==> config.mk <==
export PLATFORM = sky130hd
export DESIGN_NAME = ddc_frame_packer
export DESIGN_NICKNAME = d
export VERILOG_FILES = /design/src/rtl/ddc_frame_packer.sv
export SDC_FILE = /design/constraint.sdc
export NUM_CORES = 2
export LEC_CHECK = 0
export ABC_CLOCK_PERIOD_IN_PS = 8100
export BUFFER_PORTS_ARGS = -buffer_cell sky130_fd_sc_hd__buf_2
export CORE_MARGIN = 1.5
export CORE_UTILIZATION = 45
export CTS_CLUSTER_SIZE = 40
export DETAILED_ROUTE_END_ITERATION = 8
export PLACE_DENSITY = 0.59
export SYNTH_ARGS = -nofsm -noshare
export SYNTH_HDL_FRONTEND = slang
export SYNTH_SLANG_ARGS = --single-unit
==> constraint.sdc <==
create_clock -name rd_clk -period 8.1 [get_ports rd_clk]
set_clock_uncertainty 0.15 [all_clocks]
set_input_delay 1.215 -clock rd_clk [delete_from_list [all_inputs] [get_ports rd_clk]]
set_output_delay 1.215 -clock rd_clk [all_outputs]
set_load 0.03 [all_outputs]
==> src/rtl/ddc_frame_packer.sv <==
// ddc_frame_packer
// Rounds the four 34-bit DDC sample streams (L/R, I/Q) to 16 bits and packs
// each sample set into one 64-bit word {L_i, L_q, R_i, R_q}. It then frames the
// words into packets of PKT_WORDS payload words, each preceded by a header word
// {MAGIC, PKT_WORDS[15:0], seq_num}. The result is a valid/ready stream.
//
// Ports
//   rd_clk, rst_n            clock, asynchronous active-low reset
//   din_L_i/L_q/R_i/R_q      signed DATA_WIDTH samples; din_valid qualifies all four
//   pkt_en                   enables accepting samples and starting packets
//   dout, dout_valid         output word and its valid flag
//   dout_ready               sink accepts dout this cycle
//   dout_sop, dout_eop       header word / last payload word markers
//   seq_num                  sequence number of the current or next packet
//   ovf_cnt                  saturating count of sample sets dropped on a full buffer
module ddc_frame_packer #(
  parameter int          DATA_WIDTH = 34,
  parameter int          OUT_WIDTH  = 16,
  parameter int          PKT_WORDS  = 256,
  parameter int          FIFO_AW    = 4,
  parameter logic [15:0] MAGIC      = 16'hDDC5
) (
  input  logic                         rd_clk,
  input  logic                         rst_n,
  input  logic signed [DATA_WIDTH-1:0] din_L_i,
  input  logic signed [DATA_WIDTH-1:0] din_L_q,
  input  logic signed [DATA_WIDTH-1:0] din_R_i,
  input  logic signed [DATA_WIDTH-1:0] din_R_q,
  input  logic                         din_valid,
  input  logic                         pkt_en,
  output logic [63:0]                  dout,
  output logic                         dout_valid,
  input  logic                         dout_ready,
  output logic                         dout_sop,
  output logic                         dout_eop,
  output logic [31:0]                  seq_num,
  output logic [15:0]                  ovf_cnt
);

  localparam int S     = DATA_WIDTH - OUT_WIDTH;
  localparam int DEPTH = 1 << FIFO_AW;

  localparam logic [1:0] ST_IDLE = 2'd0;
  localparam logic [1:0] ST_HDR  = 2'd1;
  localparam logic [1:0] ST_PAY  = 2'd2;

  localparam logic [15:0]      PKT_LEN  = 16'(PKT_WORDS);
  localparam logic [15:0]      LAST_IDX = 16'(PKT_WORDS - 1);
  localparam logic [FIFO_AW:0] FULL_CNT = (FIFO_AW + 1)'(DEPTH);

  // Round half up by adding half an output LSB, then keep the upper bits.
  // Only non-negative inputs can carry into the sign bit, so saturation is
  // one-sided.
  function automatic logic signed [OUT_WIDTH-1:0] round_sat(
    input logic signed [DATA_WIDTH-1:0] x
  );
    logic signed [DATA_WIDTH:0] half;
    logic signed [DATA_WIDTH:0] r;
    half = $signed({{(DATA_WIDTH - S + 1){1'b0}}, 1'b1, {(S - 1){1'b0}}});
    r    = $signed({x[DATA_WIDTH-1], x}) + half;
    if (!x[DATA_WIDTH-1] && r[DATA_WIDTH-1]) begin
      return {1'b0, {(OUT_WIDTH - 1){1'b1}}};
    end
    return r[DATA_WIDTH-1:S];
  endfunction

  // ---- Stage p0: rounding register ----
  logic [63:0] smp_p0_q;
  logic        vld_p0_q;

  always_ff @(posedge rd_clk or negedge rst_n) begin
    if (!rst_n) vld_p0_q <= 1'b0;
    else        vld_p0_q <= din_valid;
  end

  always_ff @(posedge rd_clk) begin
    if (din_valid) begin
      smp_p0_q <= {round_sat(din_L_i), round_sat(din_L_q),
                   round_sat(din_R_i), round_sat(din_R_q)};
    end
  end

  // ---- Stage p1: elastic buffer ----
  logic [63:0]        mem_q [DEPTH];
  logic [FIFO_AW-1:0] wr_ptr_q, rd_ptr_q;
  logic [FIFO_AW:0]   cnt_q;
  logic               buf_empty, buf_full, wr_gate, wr_en, drop, rd_en;
  logic [1:0]         state_q, state_d;

  assign buf_empty = (cnt_q == '0);
  assign buf_full  = (cnt_q == FULL_CNT);
  // Once a packet has started, samples keep flowing in regardless of pkt_en.
  assign wr_gate   = (state_q == ST_IDLE) ? pkt_en : 1'b1;
  // A read in the same cycle frees a slot, so a full buffer still accepts.
  assign wr_en     = vld_p0_q && wr_gate && (!buf_full || rd_en);
  assign drop      = vld_p0_q && wr_gate && buf_full && !rd_en;

  always_ff @(posedge rd_clk) begin
    if (wr_en) mem_q[wr_ptr_q] <= smp_p0_q;
  end

  // ---- Stage p2: framing FSM and output register ----
  logic [63:0] dout_q, dout_d;
  logic        dvld_q, dvld_d, sop_q, sop_d, eop_q, eop_d, xfer;
  logic [15:0] wcnt_q, wcnt_d, ovf_q;
  logic [31:0] seq_q, seq_d;

  assign xfer = dvld_q && dout_ready;

  always_comb begin
    state_d = state_q;
    dout_d  = dout_q;
    dvld_d  = dvld_q && !dout_ready;
    sop_d   = xfer ? 1'b0 : sop_q;
    eop_d   = xfer ? 1'b0 : eop_q;
    wcnt_d  = wcnt_q;
    seq_d   = seq_q;
    rd_en   = 1'b0;
    case (state_q)
      ST_IDLE: begin
        if (pkt_en && !buf_empty) begin
          dout_d  = {MAGIC, PKT_LEN, seq_q};
          dvld_d  = 1'b1;
          sop_d   = 1'b1;
          state_d = ST_HDR;
        end
      end
      ST_HDR: begin
        if (xfer) begin
          state_d = ST_PAY;
          wcnt_d  = '0;
          if (!buf_empty) begin
            rd_en  = 1'b1;
            dout_d = mem_q[rd_ptr_q];
            dvld_d = 1'b1;
            eop_d  = (LAST_IDX == 16'd0);
            wcnt_d = 16'd1;
          end
        end
      end
      ST_PAY: begin
        if (xfer && eop_q) begin
          seq_d = seq_q + 32'd1;
          // Next header goes out straight after the eop beat, no idle cycle.
          if (pkt_en && !buf_empty) begin
            dout_d  = {MAGIC, PKT_LEN, seq_d};
            dvld_d  = 1'b1;
            sop_d   = 1'b1;
            state_d = ST_HDR;
          end else begin
            state_d = ST_IDLE;
          end
        end else if ((!dvld_q || xfer) && (wcnt_q != PKT_LEN) && !buf_empty) begin
          rd_en  = 1'b1;
          dout_d = mem_q[rd_ptr_q];
          dvld_d = 1'b1;
          eop_d  = (wcnt_q == LAST_IDX);
          wcnt_d = wcnt_q + 16'd1;
        end
      end
      default: state_d = ST_IDLE;
    endcase
  end

  always_ff @(posedge rd_clk or negedge rst_n) begin
    if (!rst_n) begin
      wr_ptr_q <= '0;
      rd_ptr_q <= '0;
      cnt_q    <= '0;
      state_q  <= ST_IDLE;
      dout_q   <= '0;
      dvld_q   <= 1'b0;
      sop_q    <= 1'b0;
      eop_q    <= 1'b0;
      wcnt_q   <= '0;
      seq_q    <= '0;
      ovf_q    <= '0;
    end else begin
      if (wr_en) wr_ptr_q <= wr_ptr_q + FIFO_AW'(1);
      if (rd_en) rd_ptr_q <= rd_ptr_q + FIFO_AW'(1);
      case ({wr_en, rd_en})
        2'b10:   cnt_q <= cnt_q + (FIFO_AW + 1)'(1);
        2'b01:   cnt_q <= cnt_q - (FIFO_AW + 1)'(1);
        default: cnt_q <= cnt_q;
      endcase
      if (drop && (ovf_q != 16'hFFFF)) ovf_q <= ovf_q + 16'd1;
      state_q <= state_d;
      dout_q  <= dout_d;
      dvld_q  <= dvld_d;
      sop_q   <= sop_d;
      eop_q   <= eop_d;
      wcnt_q  <= wcnt_d;
      seq_q   <= seq_d;
    end
  end

  assign dout       = dout_q;
  assign dout_valid = dvld_q;
  assign dout_sop   = sop_q;
  assign dout_eop   = eop_q;
  assign seq_num    = seq_q;
  assign ovf_cnt    = ovf_q;

endmodule
* Word-level counts from Yosys, hierarchy flattened
Memory sizes are Yosys's and may differ from the RTL's.
Cells that the tools add are included.
** Cells by class
- Eq/ne operators :: 16
- Muxes and demuxes :: 58
- Reductions and logical operators :: 35
- $add $sub $neg :: 11
** Operator list (number)
- 2-to-1 mux 64 bit :: 6
- case mux 64 bit (3 select lines) :: 1
- 2-to-1 mux 16 bit :: 11
- adder 34 x 19 -> 34 bit (second input constant) :: 4
- adder 16 x 1 -> 16 bit (second input constant) :: 2
- adder 32 x 1 -> 32 bit (second input constant) :: 1
- case mux 16 bit (2 select lines) :: 1
- 2-to-1 mux 1 bit :: 30
- == test 16 x 8 -> 1 bit (second input constant) :: 1
- != test 16 bit (second input constant) :: 1
- != test 16 x 9 -> 1 bit (second input constant) :: 1
- logical AND 1 bit :: 15
- != test 2 bit (second input constant) :: 5
- case mux 5 bit (2 select lines) :: 1
- zero test 1 bit :: 9
- adder 4 x 1 -> 4 bit (second input constant) :: 2
- 2-to-1 mux 2 bit :: 3
- != test 3 bit (second input constant) :: 2
- case mux 1 bit (2 select lines) :: 3
- case mux 2 bit (3 select lines) :: 1
- AND reduction 6 bit :: 1
- adder 5 x 1 -> 5 bit (second input constant) :: 1
- == test 5 bit (second input constant) :: 1
- zero test 5 bit :: 1
- other kinds (12) :: 16
** Word-level totals
- Memories :: 1
- Word-level logic and storage cells :: 134
- Input port bits :: 141
- Memory bits (writable) :: 1024
- Output and inout bits :: 115
- Register bits after elaboration :: 211
** Memories
- mem_q :: depth 16, width 64, rd ports 1, clocked after memory_dff 0, wr ports 1, RTL line 84 : logic [63:0] mem_q [DEPTH];

* Longest topological paths before layout
Gate-level depths: netlist (run 1).
- Depth after elaboration :: 11
- Depth in mapped cells :: 13

* Worst setup path after synthesis (run 1)
OpenSTA, ideal clock, no wires.
- Path kind :: input -> register
- Start :: input port dout_ready
- End :: memory mem_q[4][0] (enable)
- Library setup time :: 430 ps
- Stages on the path :: 6
- Arrival :: 3903 ps
- Buffers on the path :: 1
- Data required time :: 7520 ps
- Setup slack :: 3617 ps
- Cell sequence :: nand2b_1 -> o2111ai_4 -> o21a_1 -> a31oi_1 -> clkbuf_1 -> and4b_1
** Between the ends
- Longest elaborated chain between the ends :: 11
- Elaborated cells between the ends (all ways) :: 13
** Ends and longest elaborated chain
- from (decl) :: RTL line 33 : input logic dout_ready,
- logical AND 1 bit * :: RTL line 108 : assign xfer = dvld_q && dout_ready;
- logical OR 1 bit :: RTL line 153 : end else if ((!dvld_q || xfer) && (wcnt_q != PKT_LEN) && !buf_empty) begin
- logical AND 1 bit (2 in a row) :: RTL line 153
- 2-to-1 mux 1 bit :: RTL line 153
- 2-to-1 mux 1 bit :: RTL line 142 : if (xfer && eop_q) begin
- case mux 1 bit (2 select lines) * :: RTL line 119 : case (state_q)
- logical OR 1 bit * :: RTL line 95 : assign wr_en = vld_p0_q && wr_gate && (!buf_full || rd_en);
- logical AND 1 bit * :: RTL line 95
- 2-to-1 mux 1 bit * :: RTL line 99 : if (wr_en) mem_q[wr_ptr_q] <= smp_p0_q;
- 2-to-1 mux 1 bit (not written as such) * :: RTL line 99
- to (decl) :: RTL line 84
Mark *: on every way between the ends. The rest lies on a longest branch, timed or not.

* Worst setup path in the final report (run 1)
- Start :: register state_q[1]
- End :: memory mem_q[6][39] (enable)
** Between the ends
- Longest elaborated chain between the ends :: 6
- Elaborated cells between the ends (all ways) :: 10
** Ends and longest elaborated chain
- from (decl) :: RTL line 88 : logic [1:0] state_q, state_d;
- from (signal assigned) :: RTL line 187 : state_q <= state_d;
- == test 2 bit, or another cell as far along :: RTL line 119
- case mux 1 bit (2 select lines) / 2-to-1 mux 1 bit (equally long branches) :: RTL line 119, 93
- logical OR 1 bit / logical AND 1 bit (equally long branches) :: RTL line 95
- logical AND 1 bit * :: RTL line 95
- 2-to-1 mux 1 bit * :: RTL line 99
- 2-to-1 mux 1 bit (not written as such) * :: RTL line 99
Marks and branches as above.

==> impl_metrics.csv, run 1 <==
group,metric,value,unit
logic_synthesis,synth_common_cells,"1088 x edfxtp_1, 258 x mux4_2, 147 x dfrtp_1",
logic_synthesis,syn_nets,2893,
worst_hold_path,hp-class,"reg -> reg",
cts,clkTransAtPathRegs,0.06,ns
route,drt_wl_total,121000,µm
logic_synthesis,synth_area_leader_cell,"edfxtp_1",
critical_path,crit_family,"simple AND/OR/NAND/NOR gates",
global_route,antenna_found_initial,4,
route,via_per_inst,5.82,
route,drcViolationCount,0,
sta,setup_violations,0,
placement,port_buffers,187,
cts,post-cts-setup-buffers,0,
sta,tightestPinTransition,1.17,ns
sta,hold_violations,0,
critical_path,crit_buf_inv,3,
layout,drive_above_1_share,0.245,
power_and_ir_drop,power_leakage,19.4,nW
route,post_drt_wl_per_cell,26.7,µm
power_and_ir_drop,power.density,342,mW/mm²
placement,hpwl,67300,µm
sta,period_share,0.636,
global_route,grt_pass1_wl,178000,µm
floorplan,rows,121,
logic_synthesis,synth.avg_cell_area,18.3,µm²
layout,ff_latch_area,0.0364,mm²
job,drv_cap,0,
layout,fin_nets,3108,
critical_path,critPathMostFrequentCell,"buf_4",
critical_path,cp.arrival,5.34,ns
power_and_ir_drop,total_power,0.0194,W
route,dr_total_vias,26400,
cts,htree_levels,4,
logic_synthesis,netlist.area_leader.share,0.655,
sta,rsz0062_at_grt,"false",
floorplan,dieArea,0.113,mm²
critical_path,crit_chain,"inv_1, ha_1, buf_4, and2_1, o2111ai_4, o21a_1, a31oi_2, and4b_4, buf_4",
floorplan,die_h,336,µm
cts,clkLatencyLatePin,0.72,ns
logic_synthesis,synth_area_leaders,"edfxtp_1 66%, mux4_2 12%, dfrtp_1 7.4%",
sta,slew_viol_final,0,
cts,cts_hold_buf,0,
layout,fin_area,0.0569,mm²
critical_path,slowest_stage,"and4b_4",
sta,slew_headroom,0.217,
sta,fmax,0.194,GHz
layout,fillCellCount,8704,
global_route,grt_usage,0.217,
logic_synthesis,ys_types,76,
logic_synthesis,async_flop_share,0.119,
critical_path,end_kind,"flop",
global_route,gr-total-overflow,0,
layout,multi_input_area,0.0128,mm²
logic_synthesis,synth_most_common_cell,"edfxtp_1",
cts,clock_sinks,1235,
cts,cts_buffer_depth,3,
critical_path,required,8.29,ns
logic_synthesis,ys_ff_latch,1235,
floorplan,core_region_area,0.109,mm²
logic_synthesis,ys_seq_area_frac,0.729,
global_route,grt_pass1_vias,27000,
sta,hold_ws,0.320,ns
critical_path,start_kind,"flop",
route,first_iter_violations,2757,
cts,cts_root_buf,"clkbuf_16",
logic_synthesis,synthCells,2729,
critical_path,path_class,"reg -> reg",
logic_synthesis,synth_warnings,0,
logic_synthesis,synth_area,0.0498,mm²
floorplan,io_pins,256,
cts,cts_tree,"done",
floorplan,initial_core_util,0.456,
critical_path,path_max_fanout,41,
cts,cts_resized,0,
sta,finalSetupTns,0,ns
power_and_ir_drop,peakVddDrop,296,µV
route,dr.pass1.iters,7,
sta,min_period,5.15,ns
layout,stdcell_count,4529,
logic_synthesis,synth-main-ff-cell,"edfxtp_1",
placement,gp_congestion,0.823,
global_route,grt_max_degree,152,
route,ant_nets,0,
logic_synthesis,synth_edf_count,1088,
critical_path,max_stage_delay,1.11,ns
layout,syn_to_final_growth,14.1,%
placement,place_area,0.0524,mm²
status,status,"completed",
placement,place_inst,4286,
cts,numCtsBuffers,132,
floorplan,die_w,336,µm
[worst reg2reg max path: cells and delay by family (launching register included)]
kind	cells	cell delay (ns)
AND/OR/NAND/NOR	2	1.41
AO/OA/AOI/OAI	3	1.35
adder cells (fa/ha/maj)	1	0.27
flip-flops	1	0.40
buffers and inverters	3	1.17
[final timing paths]
path | from | to | slack (ns) | cells after the start
min in group asynchronous | rst_n | ovf_cnt[1] | 0.44 | 1
max in group asynchronous | rst_n | dout[56] | 5.90 | 2
min | dout[60] | dout[60] | 0.32 | 1
min reg2reg | dout[60] | dout[60] | 0.32 | 1
max | state_q[1] | mem_q[6][39] | 2.95 | 9
max reg2reg | state_q[1] | mem_q[6][39] | 2.95 | 9
[power by group]
part	switching (W)	leakage (nW)	internal (W)	total (W)
clock network	0.00246	2.15	0.00366	0.00613
registers	0.000493	11.8	0.00768	0.00817
logic	0.00306	5.40	0.00208	0.00514
total	0.00601	19.4	0.0134	0.0194
[flip-flops by register name (all words and copies together) (netlist names)]
| signal | count |
|---|---|
| dout | 64 |
| seq_num | 32 |
| mem_q | 1024 |
| wr_ptr_q | 4 |
| dout_valid | 1 |
| rd_ptr_q | 4 |
| ovf_cnt | 16 |
| dout_eop | 1 |
| cnt_q | 5 |
| smp_p0_q | 64 |
| vld_p0_q | 1 |
| wcnt_q | 16 |
| state_q | 2 |
| dout_sop | 1 |
[final cells by class]
type / instances / share of cell area
Sequential cell: 1235 / 0.639
Antenna cell: 1 / 0.0000440
Inverter: 43 / 0.00284
Tap cell: 1476 / 0.0325
Timing Repair Buffer: 227 / 0.0223
Clock buffer: 169 / 0.0638
Multi-Input combinational cell: 1305 / 0.225
Clock inverter: 73 / 0.0142
[cell usage in the layout, fill, tap and decap left out, drive strengths merged, types with 11 or more instances in the layout]
cell type / netlist / layout
bufinv: 0 / 15
clkbuf: 77 / 169
clkinv: 0 / 43
nor3: 43 / 43
and3: 49 / 49
buf: 69 / 227
o21bai: 18 / 18
xnor2: 60 / 60
mux2: 21 / 21
o2111ai: 13 / 13
edfxtp: 1088 / 1088
nand2: 140 / 140
nor2: 79 / 79
dfrtp: 147 / 147
a31oi: 12 / 12
inv: 43 / 51
xor2: 50 / 50
nand2b: 51 / 51
a21o: 13 / 13
mux2i: 69 / 69
a21oi: 48 / 48
nand3: 55 / 55
mux4: 258 / 258
a22oi: 17 / 17
and2: 15 / 15
nor4: 14 / 14
o21ai: 87 / 87
o22ai: 19 / 19
nand4: 41 / 41
nor2b: 11 / 11
ha: 23 / 23
and4: 18 / 18
[kinds of logic after synthesis]
logic type / after synthesis / synth area share
AO/OA/AOI/OAI: 275 / 0.0357
multiplexers: 348 / 0.135
XOR/XNOR: 110 / 0.0195
buffers and inverters: 189 / 0.0159
adder cells (fa/ha/maj): 23 / 0.00577
flip-flops: 1235 / 0.729
AND/OR/NAND/NOR: 549 / 0.0587
[layer usage]
metal | wire (µm) | GRT usage | up-vias
met2 | 58100 | 0.349 | 906
met3 | 7360 | 0.0353 | 163
met1 | 53300 | 0.311 | 13900
met5 | 0 | 0 | -
li1 | - | - | 11400
met4 | 2340 | 0.0552 | 0
[stage by stage]
stage	util	setup slack [ns]
6_report	0.520	2.95
5_1_grt	0.520	2.74
4_1_cts	0.520	2.91
3_5_place_dp	0.480	2.78
3_3_place_gp	0.480	2.88
2_1_floorplan	-	3.62
No activity file was read; power rests on OpenSTA's default activity.
==> inputs of run 2 (changes only) <==
- ABC_CLOCK_PERIOD_IN_PS: 8100 -> 4790
- clock period: 8.1 -> 4.79 ns (I/O delays scaled with it)
==> run 2 against run 1 <==
Compared with the run above: first-iteration DRC count shrank 9.9%; sequential power is 70% higher; worst hold slack lost 0.15 ns; via count up 0.96%; final area is 1.0% higher; combinational power grew 72%; setup slack worse by 1.9 ns; register-to-register slack worse by 1.9 ns; maximum frequency up 36%; sequential cell count stayed put; critical path type unchanged; critical endpoint is now mem_q[13][21].
==> impl_metrics.csv, run 2 (same netlist as run 1, synthesis figures left out) <==
group,metric,value,unit
sta,finalSetupTns,0,ns
critical_path,cp.arrival,4.00,ns
cts,cts_root_buf,"clkbuf_16",
floorplan,core_region_area,0.109,mm²
global_route,grt_usage,0.216,
power_and_ir_drop,power.density,575,mW/mm²
placement,place_ws,1.04,ns
sta,rsz0062_at_grt,"false",
cts,clock_sinks,1235,
cts,htree_levels,4,
layout,largest_reg_flops,1024,
critical_path,r2r-start,"state_q[0]",
sta,setup_violations,0,
layout,syn_to_final_growth,15.3,%
worst_hold_path,min_from,"din_R_q[31]",
sta,hold_violations,0,
worst_hold_path,hp-class,"in -> reg",
global_route,grt_pass1_vias,27500,
layout,mostFrequentLayoutCells,"1088 x edfxtp_1, 258 x mux4_2, 185 x buf_2",
critical_path,required,5.02,ns
global_route,grt_max_degree,85,
sta,fmax,0.265,GHz
floorplan,die_w,336,µm
critical_path,crit_chain,"inv_1, ha_1, and2_1, o2111ai_4, o21a_1, a31oi_2, buf_4, and3_4, buf_4",
critical_path,end_kind,"flop",
layout,final_core_util,0.526,
layout,drive_above_1_share,0.255,
critical_path,reg2regPathDepth,9,
status,status,"completed",
floorplan,dieArea,0.113,mm²
cts,cts_buffer_depth,3,
layout,fin_nets,3141,
sta,min_period,3.77,ns
cts,clkTransAtPathRegs,0.06,ns
route,dr.pass1.iters,5,
floorplan,io_pins,256,
floorplan,rows,121,
sta,hold_ws,0.169,ns
placement,gp_congestion,0.854,
power_and_ir_drop,peakVddDrop,365,µV
global_route,grt_pass1_wl,178000,µm
sta,slew_headroom,0.255,
layout,top_register,"mem_q",
placement,hpwl,71200,µm
sta,layout_setup_ws,1.02,ns
floorplan,die_h,336,µm
floorplan,initial_core_util,0.456,
route,drcViolationCount,0,
critical_path,slowest_stage,"and3_4",
placement,place_inst,4318,
worst_hold_path,min_path_cells,3,
layout,diodes,0,
job,drv_cap,0,
route,via_per_inst,5.84,
cts,post-cts-setup-buffers,0,
route,drt_wl_total,121000,µm
route,first_iter_violations,2484,
critical_path,path_class,"reg -> reg",
cts,clkLatencyLatePin,0.73,ns
layout,stdcell_count,4560,
critical_path,start_kind,"flop",
global_route,gr-total-overflow,0,
power_and_ir_drop,power_leakage,19.6,nW
critical_path,critPathMostFrequentCell,"buf_4",
critical_path,max_stage_delay,0.62,ns
global_route,antenna_found_initial,2,
cts,numCtsBuffers,132,
sta,period_share,0.788,
route,ant_nets,0,
critical_path,path_max_fanout,22,
cts,cts_tree,"done",
route,dr_total_vias,26600,
critical_path,cp-startpoint,"state_q[0]",
layout,final_common_cell,"edfxtp_1",
sta,tightestPinTransition,1.11,ns
sta,slew_viol_final,0,
route,post_drt_wl_per_cell,26.5,µm
placement,port_buffers,187,
==> run 2: cell count changes in the layout (fill, tap and decap cells not counted), moves of 2 or more <==
cell | previous run | this run
buf_12 | 2 | 29
buf_4 | 39 | 44
bufinv_16 | 15 | 13
clkbuf_8 | 6 | 14
clkinv_1 | 26 | 18
clkinv_2 | 13 | 17
clkinv_8 | 2 | 4
clkinvlp_4 | 7 | 1
inv_16 | 2 | 0
inv_6 | 6 | 8
==> run 2: final cells by class <==
class / instances / area [µm²]
flip-flops and latches: 1235 / 36400
repair buffers: 260 / 1860
clock buffers: 177 / 3720
clock inverters: 64 / 712
inverters: 43 / 161
multi-input cells: 1305 / 12800
fillers: 8685 / 51900
well taps: 1476 / 1850
==> run 2: worst paths after layout <==
| kind | to | slack (ns) |
|---|---|---|
| worst max-delay path | mem_q[13][21] | 1.02 |
| worst min-delay path | smp_p0_q[13] | 0.17 |
| worst max register to register | mem_q[13][21] | 1.02 |
| worst min register to register | dout[25] | 0.32 |
| max in group asynchronous | dout[50] | 3.07 |
| min in group asynchronous | ovf_cnt[11] | 0.42 |
==> run 2: per-layer routing <==
layer  wire [µm]  part of all wire  GRT usage
met5           0                 0          0
met4        2160             0.018     0.0569
met3        6700             0.055     0.0330
met2       59200              0.49      0.354
met1       52900              0.44      0.304
==> run 2: stage by stage <==
stage	cell area, µm²	total power, W
6_report	57500	0.0330
2_1_floorplan	49800	0.0199
5_1_grt	57500	0.0344
3_5_place_dp	53000	0.0231
4_1_cts	57500	0.0334
3_3_place_gp	53000	0.0229
==> run 2: power by group <==
group / internal (W) / switching [W] / total [W]
clock network: 0.00617 / 0.00414 / 0.0103
logic: 0.00370 / 0.00516 / 0.00886
registers: 0.0130 / 0.000883 / 0.0139
==> run 2: critical path: cells and delay by family, from the launching register on <==
family | cells | cell delay, ns
AO/OA/AOI/OAI | 3 | 0.65
adder cells (fa/ha/maj) | 1 | 0.48
flip-flops | 1 | 0.41
AND/OR/NAND/NOR | 2 | 0.87
buffers and inverters | 3 | 0.83
==> run 2: repair_timing <==
item                                   in CTS  in global routing
hold buffers                                1                  0
resized for setup                           0                  0
endpoints found under the hold margin      63                  0
